File: config.mk
export PLATFORM = sky130hd
export DESIGN_NAME = sad_min_reduce_flat
export DESIGN_NICKNAME = d
export VERILOG_FILES = /design/src/rtl/sad_min_reduce_if.sv /design/src/rtl/sad_min_reduce.sv /design/src/flat_wrapper.sv
export SDC_FILE = /design/constraint.sdc
export NUM_CORES = 1
export LEC_CHECK = 0
export BUFFER_PORTS_ARGS = -buffer_cell sky130_fd_sc_hd__clkbuf_2
export CORE_ASPECT_RATIO = 1.5
export CORE_MARGIN = 10
export CORE_UTILIZATION = 25
export DETAILED_ROUTE_END_ITERATION = 12
export HOLD_SLACK_MARGIN = 0.08
export PLACE_DENSITY = 0.43
export SLEW_MARGIN = 15
export SYNTH_ARGS = -nofsm -noshare
export SYNTH_HDL_FRONTEND = slang
export SYNTH_SLANG_ARGS = --single-unit
File: constraint.sdc
create_clock -name Clk -period 5.95 [get_ports Clk]
set_clock_uncertainty 0.2 [all_clocks]
set_input_delay 0.2975 -clock Clk [delete_from_list [all_inputs] [get_ports Clk]]
set_output_delay 0.2975 -clock Clk [all_outputs]
set_load 0.03 [all_outputs]
File: src/rtl/sad_min_reduce_if.sv
// Bundles the SAD candidate group coming out of EX7 and the reduced results
// going back to the writeback mux.
interface sad_min_reduce_if #(
  parameter int unsigned DATA_W  = 32,
  parameter int unsigned COORD_W = 32
);
  logic               sad_EX7;
  logic               clear_best;
  logic [DATA_W-1:0]  sOut1_EX7, sOut2_EX7, sOut3_EX7, sOut4_EX7;
  logic [DATA_W-1:0]  sOut5_EX7, sOut6_EX7, sOut7_EX7, sOut8_EX7;
  logic [COORD_W-1:0] outx_EX7;
  logic [COORD_W-1:0] outy_EX7;

  logic               result_valid;
  logic [DATA_W-1:0]  result_sad;
  logic [COORD_W-1:0] result_x;
  logic [COORD_W-1:0] result_y;
  logic               best_valid;
  logic [DATA_W-1:0]  best_sad;
  logic [COORD_W-1:0] best_x;
  logic [COORD_W-1:0] best_y;
  logic               busy;

  modport master (
    output sad_EX7, clear_best,
    output sOut1_EX7, sOut2_EX7, sOut3_EX7, sOut4_EX7,
    output sOut5_EX7, sOut6_EX7, sOut7_EX7, sOut8_EX7,
    output outx_EX7, outy_EX7,
    input  result_valid, result_sad, result_x, result_y,
    input  best_valid, best_sad, best_x, best_y, busy
  );

  modport slave (
    input  sad_EX7, clear_best,
    input  sOut1_EX7, sOut2_EX7, sOut3_EX7, sOut4_EX7,
    input  sOut5_EX7, sOut6_EX7, sOut7_EX7, sOut8_EX7,
    input  outx_EX7, outy_EX7,
    output result_valid, result_sad, result_x, result_y,
    output best_valid, best_sad, best_x, best_y, busy
  );
endinterface

File: src/rtl/sad_min_reduce.sv
// Three-stage min-reduction tree over eight SAD candidates, plus a running
// best-match register that persists across SAD instructions until cleared.
module sad_min_reduce #(
  parameter int unsigned DATA_W  = 32,
  parameter int unsigned COORD_W = 32
) (
  input  logic             Clk,
  input  logic             Reset,
  sad_min_reduce_if.slave  sad
);

  logic [DATA_W-1:0]  cand [8];
  logic [DATA_W-1:0]  p1_sad [4];
  logic [2:0]         p1_idx [4];
  logic [DATA_W-1:0]  p2_sad [2];
  logic [2:0]         p2_idx [2];
  logic [DATA_W-1:0]  p3_sad;
  logic [2:0]         p3_idx;

  logic               s1_v, s2_v, s3_v;
  logic [DATA_W-1:0]  s1_sad [4];
  logic [2:0]         s1_idx [4];
  logic [DATA_W-1:0]  s2_sad [2];
  logic [2:0]         s2_idx [2];
  logic [COORD_W-1:0] s1_x, s1_y, s2_x, s2_y;
  logic [DATA_W-1:0]  s3_sad;
  logic [COORD_W-1:0] s3_x, s3_y;

  logic               bst_v;
  logic [DATA_W-1:0]  bst_sad;
  logic [COORD_W-1:0] bst_x, bst_y;

  always_comb begin
    cand[0] = sad.sOut1_EX7;
    cand[1] = sad.sOut2_EX7;
    cand[2] = sad.sOut3_EX7;
    cand[3] = sad.sOut4_EX7;
    cand[4] = sad.sOut5_EX7;
    cand[5] = sad.sOut6_EX7;
    cand[6] = sad.sOut7_EX7;
    cand[7] = sad.sOut8_EX7;
  end

  // The right-hand operand only wins on strictly-less, so ties keep the lower index.
  always_comb begin
    for (int unsigned i = 0; i < 4; i++) begin
      if (cand[2*i+1] < cand[2*i]) begin
        p1_sad[i] = cand[2*i+1];
        p1_idx[i] = 3'(2*i+1);
      end else begin
        p1_sad[i] = cand[2*i];
        p1_idx[i] = 3'(2*i);
      end
    end
    for (int unsigned i = 0; i < 2; i++) begin
      if (s1_sad[2*i+1] < s1_sad[2*i]) begin
        p2_sad[i] = s1_sad[2*i+1];
        p2_idx[i] = s1_idx[2*i+1];
      end else begin
        p2_sad[i] = s1_sad[2*i];
        p2_idx[i] = s1_idx[2*i];
      end
    end
    if (s2_sad[1] < s2_sad[0]) begin
      p3_sad = s2_sad[1];
      p3_idx = s2_idx[1];
    end else begin
      p3_sad = s2_sad[0];
      p3_idx = s2_idx[0];
    end
  end

  always_ff @(posedge Clk) begin
    if (Reset) begin
      s1_v   <= 1'b0;
      s2_v   <= 1'b0;
      s3_v   <= 1'b0;
      s1_x   <= '0;
      s1_y   <= '0;
      s2_x   <= '0;
      s2_y   <= '0;
      s3_sad <= '0;
      s3_x   <= '0;
      s3_y   <= '0;
      for (int unsigned i = 0; i < 4; i++) begin
        s1_sad[i] <= '0;
        s1_idx[i] <= '0;
      end
      for (int unsigned i = 0; i < 2; i++) begin
        s2_sad[i] <= '0;
        s2_idx[i] <= '0;
      end
    end else begin
      s1_v <= sad.sad_EX7;
      s2_v <= s1_v;
      s3_v <= s2_v;
      if (sad.sad_EX7) begin
        s1_sad <= p1_sad;
        s1_idx <= p1_idx;
        s1_x   <= sad.outx_EX7;
        s1_y   <= sad.outy_EX7;
      end
      if (s1_v) begin
        s2_sad <= p2_sad;
        s2_idx <= p2_idx;
        s2_x   <= s1_x;
        s2_y   <= s1_y;
      end
      if (s2_v) begin
        s3_sad <= p3_sad;
        s3_x   <= s2_x + COORD_W'(p3_idx);
        s3_y   <= s2_y;
      end
    end
  end

  // A clear coinciding with a result behaves as clear-then-load, so the result always lands.
  always_ff @(posedge Clk) begin
    if (Reset) begin
      bst_v   <= 1'b0;
      bst_sad <= '1;
      bst_x   <= '0;
      bst_y   <= '0;
    end else if (s3_v && (sad.clear_best || !bst_v || (s3_sad < bst_sad))) begin
      bst_v   <= 1'b1;
      bst_sad <= s3_sad;
      bst_x   <= s3_x;
      bst_y   <= s3_y;
    end else if (sad.clear_best) begin
      bst_v   <= 1'b0;
      bst_sad <= '1;
      bst_x   <= '0;
      bst_y   <= '0;
    end
  end

  assign sad.result_valid = s3_v;
  assign sad.result_sad   = s3_sad;
  assign sad.result_x     = s3_x;
  assign sad.result_y     = s3_y;
  assign sad.best_valid   = bst_v;
  assign sad.best_sad     = bst_sad;
  assign sad.best_x       = bst_x;
  assign sad.best_y       = bst_y;
  assign sad.busy         = s1_v | s2_v | s3_v;

endmodule

File: src/flat_wrapper.sv
// flat-port wrapper written by rule: the top's interface ports become plain ports
module sad_min_reduce_flat 
#(
  parameter int unsigned DATA_W  = 32,
  parameter int unsigned COORD_W = 32
)
  (Clk, Reset, sad_sad_EX7, sad_clear_best, sad_sOut1_EX7, sad_sOut2_EX7, sad_sOut3_EX7, sad_sOut4_EX7, sad_sOut5_EX7, sad_sOut6_EX7, sad_sOut7_EX7, sad_sOut8_EX7, sad_outx_EX7, sad_outy_EX7, sad_result_valid, sad_result_sad, sad_result_x, sad_result_y, sad_best_valid, sad_best_sad, sad_best_x, sad_best_y, sad_busy);
  sad_min_reduce_if #(.DATA_W(DATA_W), .COORD_W(COORD_W)) sad_i ();
  input  logic Clk;
  input  logic Reset;
  input wire logic [$bits(sad_i.sad_EX7)-1:0] sad_sad_EX7;
  input wire logic [$bits(sad_i.clear_best)-1:0] sad_clear_best;
  input wire logic [$bits(sad_i.sOut1_EX7)-1:0] sad_sOut1_EX7;
  input wire logic [$bits(sad_i.sOut2_EX7)-1:0] sad_sOut2_EX7;
  input wire logic [$bits(sad_i.sOut3_EX7)-1:0] sad_sOut3_EX7;
  input wire logic [$bits(sad_i.sOut4_EX7)-1:0] sad_sOut4_EX7;
  input wire logic [$bits(sad_i.sOut5_EX7)-1:0] sad_sOut5_EX7;
  input wire logic [$bits(sad_i.sOut6_EX7)-1:0] sad_sOut6_EX7;
  input wire logic [$bits(sad_i.sOut7_EX7)-1:0] sad_sOut7_EX7;
  input wire logic [$bits(sad_i.sOut8_EX7)-1:0] sad_sOut8_EX7;
  input wire logic [$bits(sad_i.outx_EX7)-1:0] sad_outx_EX7;
  input wire logic [$bits(sad_i.outy_EX7)-1:0] sad_outy_EX7;
  output wire logic [$bits(sad_i.result_valid)-1:0] sad_result_valid;
  output wire logic [$bits(sad_i.result_sad)-1:0] sad_result_sad;
  output wire logic [$bits(sad_i.result_x)-1:0] sad_result_x;
  output wire logic [$bits(sad_i.result_y)-1:0] sad_result_y;
  output wire logic [$bits(sad_i.best_valid)-1:0] sad_best_valid;
  output wire logic [$bits(sad_i.best_sad)-1:0] sad_best_sad;
  output wire logic [$bits(sad_i.best_x)-1:0] sad_best_x;
  output wire logic [$bits(sad_i.best_y)-1:0] sad_best_y;
  output wire logic [$bits(sad_i.busy)-1:0] sad_busy;
  assign sad_i.sad_EX7 = sad_sad_EX7;
  assign sad_i.clear_best = sad_clear_best;
  assign sad_i.sOut1_EX7 = sad_sOut1_EX7;
  assign sad_i.sOut2_EX7 = sad_sOut2_EX7;
  assign sad_i.sOut3_EX7 = sad_sOut3_EX7;
  assign sad_i.sOut4_EX7 = sad_sOut4_EX7;
  assign sad_i.sOut5_EX7 = sad_sOut5_EX7;
  assign sad_i.sOut6_EX7 = sad_sOut6_EX7;
  assign sad_i.sOut7_EX7 = sad_sOut7_EX7;
  assign sad_i.sOut8_EX7 = sad_sOut8_EX7;
  assign sad_i.outx_EX7 = sad_outx_EX7;
  assign sad_i.outy_EX7 = sad_outy_EX7;
  assign sad_result_valid = sad_i.result_valid;
  assign sad_result_sad = sad_i.result_sad;
  assign sad_result_x = sad_i.result_x;
  assign sad_result_y = sad_i.result_y;
  assign sad_best_valid = sad_i.best_valid;
  assign sad_best_sad = sad_i.best_sad;
  assign sad_best_x = sad_i.best_x;
  assign sad_best_y = sad_i.best_y;
  assign sad_busy = sad_i.busy;
  sad_min_reduce #(.DATA_W(DATA_W), .COORD_W(COORD_W)) u_core (.Clk(Clk), .Reset(Reset), .sad(sad_i));
endmodule
==> impl_metrics.ini, run 1 <==
[synthesis]
synth_edf_count = 0
yosys.area_share.simple_pct = 13.66
syn_avg_cell_area_um2 = 8.783
synth_top_family_by_area = compound AO/OA/AOI/OAI gates
syn-num-nets = 3783
synth_seq_area_share_pct = 37.39
synth_xor_area_share_pct = 0.7152
synthArstFlopShare_pct = 0
yosysWarnings = 0
ys.flop_type = dfxtp_1
ys_seq_elements = 526
syn-cell-area_mm2 = 0.02817
synthCells = 3207
ys_types = 62
synth-compound-area-share_pct = 16.69
synthAdderAreaFrac_pct = 11.22
muxShareOfSynthArea_pct = 12.94

[worst_setup_path]
worstSetupStartpointType = primary input
r2r_end = u_core.sad.result_x[24]$_SDFFE_PP0P_
cp_max_fo = 30
reg2reg_depth = 18
reg2reg_slack_ns = 1.53
path_class = in -> reg
worstPathArrival_ns = 4.78
crit_required_ns = 6.25
r2r_start = u_core.s2_sad[51]$_SDFFE_PP0P_
end_kind = flop

[sta]
relSlewSlack_pct = 29.17
slew_violations = 0
fin_crit_sh_pct = 75.22
setup_viol = 0
period_needed_ns = 4.475
rsz0062_at_grt = false
setup_slack_ns = 1.475
final.setup.tns_ns = 0
worst-slew-pin-transition_ns = 1.062
fmax_mhz = 223.4
hold_viol = 0

[cts]
cts_hold_buf = 359
clock_latency_ns = 0.64
cts_tree = yes
ctsLongestPathBuffers = 3
cts_root_buf = clkbuf_16
cts_max_level = 2
cts_resized = 0
cts_made_buffers = 57
cts.sinks = 526
clk_pin_slew_ns = 0.06
cts_setup_buffers = 0

[global_route]
antenna_found_initial = 7
grt_max_degree = 180
grt_first_pass_wirelength_um = 157600
grtUsageTotal_pct = 15.95
gr-total-overflow = 0
grt_pass1_vias = 25130

[route]
routedWlPerCell_um = 19.35
vias = 25170
drt_wl_total_um = 105200
drt-initial-drc-count = 1199
final_antenna_net_count = 0
drc = 0
firstDrtPassIters = 5
viasPerCell = 4.629

[placed_design]
dpl.hpwl_um = 79600
place_ws_ns = 1.501
numPortBuffers = 518
place.gp.congestion = 0.8165

[min_path]
hold_path_depth = 4
hold_class = in -> reg
hold_end = u_core.s1_x[7]$_SDFFE_PP0P_
hold_start = sad_outx_EX7[7]

[finish]
final_common_cell = dfxtp_1
drive_gt1_share_pct = 16.96
fin_nets = 4527
final_util_pct = 33.37
layout_common_cells = 524 x dfxtp_1, 515 x clkbuf_2, 499 x nor2_1
syn_to_final_growth_pct = 32.30

[run]
cap_violations = 0

[floorplan]
ios = 519
coreArea_mm2 = 0.1117
row_count = 150
die_area_mm2 = 0.1268
dieHeight_um = 431.1
start_util_pct = 25.22
fp.dieW_um = 294.1

[power]
power_leakage_nw = 16.89
pwr_density_cell_mw_per_mm2 = 253.2
totalPowerFinal_mw = 9.433
vdd_drop_max_uv = 182.0

[outcome]
status = finished, final reports clean
==> Yosys cell counts, drive strengths merged, types with 41 or more instances <==
master  number  share of area (%)
nand3      118                2.2
nor2b       77                1.7
mux2i      362                 13
buf         65                1.9
inv        258                3.4
dfxtp      526                 37
clkbuf     157                2.1
a21oi      190                3.4
a311oi      41                1.3
nor2       501                6.7
a211oi     227                6.1
ha         251                 11
o21ai      147                2.6
nand2       83                1.1
==> cell type report <==
| class | count | area [µm²] |
|---|---|---|
| multi-input combinational | 2201 | 15590 |
| clock inverter | 13 | 136.4 |
| clock buffer | 86 | 1730 |
| tap | 1444 | 1807 |
| timing repair buffer | 907 | 6484 |
| antenna | 3 | 7.507 |
| fill | 11690 | 74410 |
| inverter | 258 | 968.4 |
| sequential | 526 | 10540 |
==> worst max-delay path, cell delays in order <==
cell and delay [ns]:
dlygate4sd3_1 0.53, clkbuf_2 0.11, inv_1 0.04, ha_1 0.28
a21oi_1 0.17, o21ai_1 0.11, a221o_1 0.39, a221oi_2 0.28
o22a_2 0.86, buf_4 0.29, mux2i_1 0.19, dlygate4sd3_1 0.56
a211oi_1 0.06, dlygate4sd3_1 0.58
==> where the power goes <==
group,switching (mW),internal [mW],total [mW]
clock network,1.54,2.08,3.62
registers,0.199,3.70,3.90
logic,1.04,0.876,1.91
==> through the flow <==
stage | area [µm²] | hold slack [ns] | instances
CTS | 37250 | 0.1976 | 5435
finish | 37260 | 0.2416 | 5438
global route | 37260 | 0.2419 | 5437
floorplan | 28170 | 0.2426 | 3207
global placement | 31790 | 0.2678 | 4977
detailed placement | 31790 | 0.2711 | 4977
==> metal layers <==
metal	wire length (µm)	up-vias	track usage, %
met5	27	-	0
met4	3243	4	5.171
met3	5020	134	2.777
met2	53620	571	29.06
met1	43330	11670	18.58
li1	-	12790	-
==> how the worst max path moves through the flow <==
stage                                         from                              endpoint  slack [ns]  cells after the start
floorplan           u_core.s2_sad[51]$_SDFFE_PP0P_  u_core.sad.result_x[26]$_SDFFE_PP0P_        1.85                     20
global placement    u_core.s2_sad[51]$_SDFFE_PP0P_  u_core.sad.result_x[26]$_SDFFE_PP0P_        1.46                     18
detailed placement  u_core.s2_sad[51]$_SDFFE_PP0P_  u_core.sad.result_x[26]$_SDFFE_PP0P_        1.50                     18
CTS                              sad_sOut7_EX7[17]        u_core.s1_sad[17]$_SDFFE_PP0P_        1.45                     14
global route        u_core.s2_sad[51]$_SDFFE_PP0P_  u_core.sad.result_x[30]$_SDFFE_PP0P_        1.17                     18
finish                           sad_sOut7_EX7[17]        u_core.s1_sad[17]$_SDFFE_PP0P_        1.47                     14
==> registers in the layout, summed over array words and instances (netlist names) <==
register and count:
u_core.s1_idx 5, u_core.s1_sad 128, u_core.s1_v 1, u_core.s1_x 32, u_core.s1_y 32, u_core.s2_idx 5, u_core.s2_sad 64, u_core.s2_v 1
u_core.s2_x 32, u_core.s2_y 32, u_core.sad.best_sad 32, u_core.sad.best_valid 1, u_core.sad.best_x 32, u_core.sad.best_y 32, u_core.sad.result_sad 32, u_core.sad.result_valid 1
u_core.sad.result_x 32, u_core.sad.result_y 32
==> cell families after synthesis <==
logic type / Yosys count
DFF: 526
AOI/OAI and AO/OA: 702
buffers and inverters: 480
muxes: 364
adders and majority gates: 252
xor gates and xnor gates: 23
and+or+nand+nor: 860
Power figures use the tool's default switching activity.
==> inputs of run 2 (changes only) <==
- PLACE_DENSITY: 0.43 -> 0.45
- clock period: 5.95 -> 3.86 ns (I/O delays scaled with it)
==> impl_metrics.ini, run 2 (synthesis results as in run 1) <==
[power]
vdd_drop_max_uv = 323.1
totalPowerFinal_mw = 14.94
pwr_density_cell_mw_per_mm2 = 385.4
power_leakage_nw = 17.71

[route]
routedWlPerCell_um = 19.32
final_antenna_net_count = 0
firstDrtPassIters = 5
vias = 25700
drc = 0
viasPerCell = 4.613
drt-initial-drc-count = 1287
drt_wl_total_um = 107600

[placed_design]
dpl.hpwl_um = 82220
place.gp.congestion = 0.8496
numPortBuffers = 518

[sta]
slew_violations = 0
worst-slew-pin-transition_ns = 0.9977
setup_viol = 0
period_needed_ns = 3.858
final.setup.tns_ns = 0
hold_viol = 0
fmax_mhz = 259.2
fin_crit_sh_pct = 99.95
rsz0062_at_grt = true
relSlewSlack_pct = 33.27

[worst_setup_path]
worstSetupStartpointType = flop
worstPathArrival_ns = 4.19
setup.worst_path.start = u_core.s2_sad[54]$_SDFFE_PP0P_
r2r_start = u_core.s2_sad[54]$_SDFFE_PP0P_
slowest_delay_ns = 0.39
path_class = reg -> reg
end_kind = flop
cp_slowest_cell = a221o_1
worstPathBufferInverterCount = 4
crit_required_ns = 4.20
critPathMostFrequentCell = inv_2
cp_max_fo = 3
crit_chain = inv_2 > ha_4 > and4_1 > a221o_1 > a221oi_2 > o22a_2 > buf_6 > mux2_4 > ha_4 > inv_2 > fa_2 > inv_2 > a21oi_4 > or3_4 > or3_1 > a311oi_1
crit_family = compound AO/OA/AOI/OAI gates

[cts]
ctsLongestPathBuffers = 3
cts_tree = yes
cts.sinks = 526
cts_max_level = 2
cts_made_buffers = 57
clk_pin_slew_ns = 0.06
clock_latency_ns = 0.64
cts_root_buf = clkbuf_16

[global_route]
grt_pass1_vias = 26180
antenna_found_initial = 4
grtUsageTotal_pct = 16.37
grt_first_pass_wirelength_um = 161900
grt_max_degree = 122
gr-total-overflow = 0

[floorplan]
row_count = 150
fp.dieW_um = 294.1
die_area_mm2 = 0.1268
dieHeight_um = 431.1
ios = 519
coreArea_mm2 = 0.1117
start_util_pct = 25.22

[outcome]
status = finished, final reports clean

[run]
cap_violations = 0

[finish]
fin_nets = 4658
final_util_pct = 34.72
largest_reg_flops = 128
top_regs = u_core.s1_sad: 128 flops, u_core.s2_sad: 64 flops
nFillCells = 11520
final_common_cell = clkbuf_2
syn_to_final_growth_pct = 37.64
drive_gt1_share_pct = 20.99
layout_common_cells = 515 x clkbuf_2, 510 x dfxtp_1, 495 x nor2_1
regMostFlops = u_core.s1_sad

[min_path]
hold_class = in -> reg
hold_start = sad_outy_EX7[3]
==> run 2: cell types whose count changed in the layout (fill, tap and decap cells not counted), moves of 7 or more <==
cell,previous run,this run
buf_4,27,138
buf_12,4,19
dfxtp_1,524,510
dfxtp_2,0,14
ha_1,251,243
ha_4,0,8
clkbuf_1,14,7
==> run 2: path summary, 6_finish.rpt <==
path / endpoint / slack (ns) / depth (start not counted)
max: u_core.sad.result_x[22]$_SDFFE_PP0P_ / 0.002 / 16
max reg2reg: u_core.sad.result_x[22]$_SDFFE_PP0P_ / 0.002 / 16
min: u_core.s1_y[3]$_SDFFE_PP0P_ / 0.14 / 4
min reg2reg: u_core.sad.best_y[2]$_SDFFE_PP0P_ / 0.28 / 2
==> run 2: worst register-to-register path, delay by kind of cell, from the launching register on <==
kind	cells	cell delay, ns
compound gates	5	1.25
fa+ha+maj	3	0.67
buf+inv	4	0.27
flops	1	0.33
mux	1	0.16
simple gates	3	0.90
==> run 2: where the power goes <==
part	total (mW)	internal [mW]	switching (mW)	leakage, nW
sequential	5.98	5.70	0.274	4.32
clock	5.76	3.32	2.44	0.958
combinational	3.20	1.52	1.68	12.4
==> run 2: through the flow <==
| stage | setup slack (ns) | instances | cell area (µm²) | hold slack, ns |
|---|---|---|---|---|
| floorplan | 0.003973 | 3207 | 28230 | 0.1402 |
| global placement | -0.1727 | 5102 | 32970 | 0.2278 |
| detailed placement | -0.1833 | 5102 | 32970 | 0.2341 |
| CTS | 0.001656 | 5565 | 38600 | 0.08159 |
| global route | -0.1538 | 5571 | 38770 | 0.1414 |
| finish | 0.001770 | 5571 | 38770 | 0.1437 |
==> run 2: layout make-up <==
type / instances / area, µm² / share of cell area (%)
timing repair buffer: 1038 / 7687 / 19.83
sequential: 526 / 10560 / 27.23
antenna: 1 / 2.502 / 0.006455
clock buffer: 78 / 1645 / 4.244
inverter: 258 / 968.4 / 2.498
clock inverter: 25 / 297.8 / 0.7681
multi-input combinational: 2201 / 15810 / 40.77
tap: 1444 / 1807 / 4.660
==> run 2: metal layers <==
layer | wire length (µm) | GRT usage (%) | part of all wire, % | up-vias
met4 | 3445 | 5.415 | 3.2 | 4
li1 | - | - | - | 13040
met5 | 30 | 0 | 0.028 | -
met3 | 4822 | 2.741 | 4.5 | 130
met2 | 55040 | 30.00 | 51 | 578
met1 | 44290 | 18.92 | 41 | 11950
==> run 2: timing repair <==
item	CTS	global route
pin swaps	16	21
buffers inserted	2	4
resized for setup	20	26
hold endpoints to repair	298	0
endpoints found under the setup margin	21	35
hold buffers	359	0
cloned	0	1
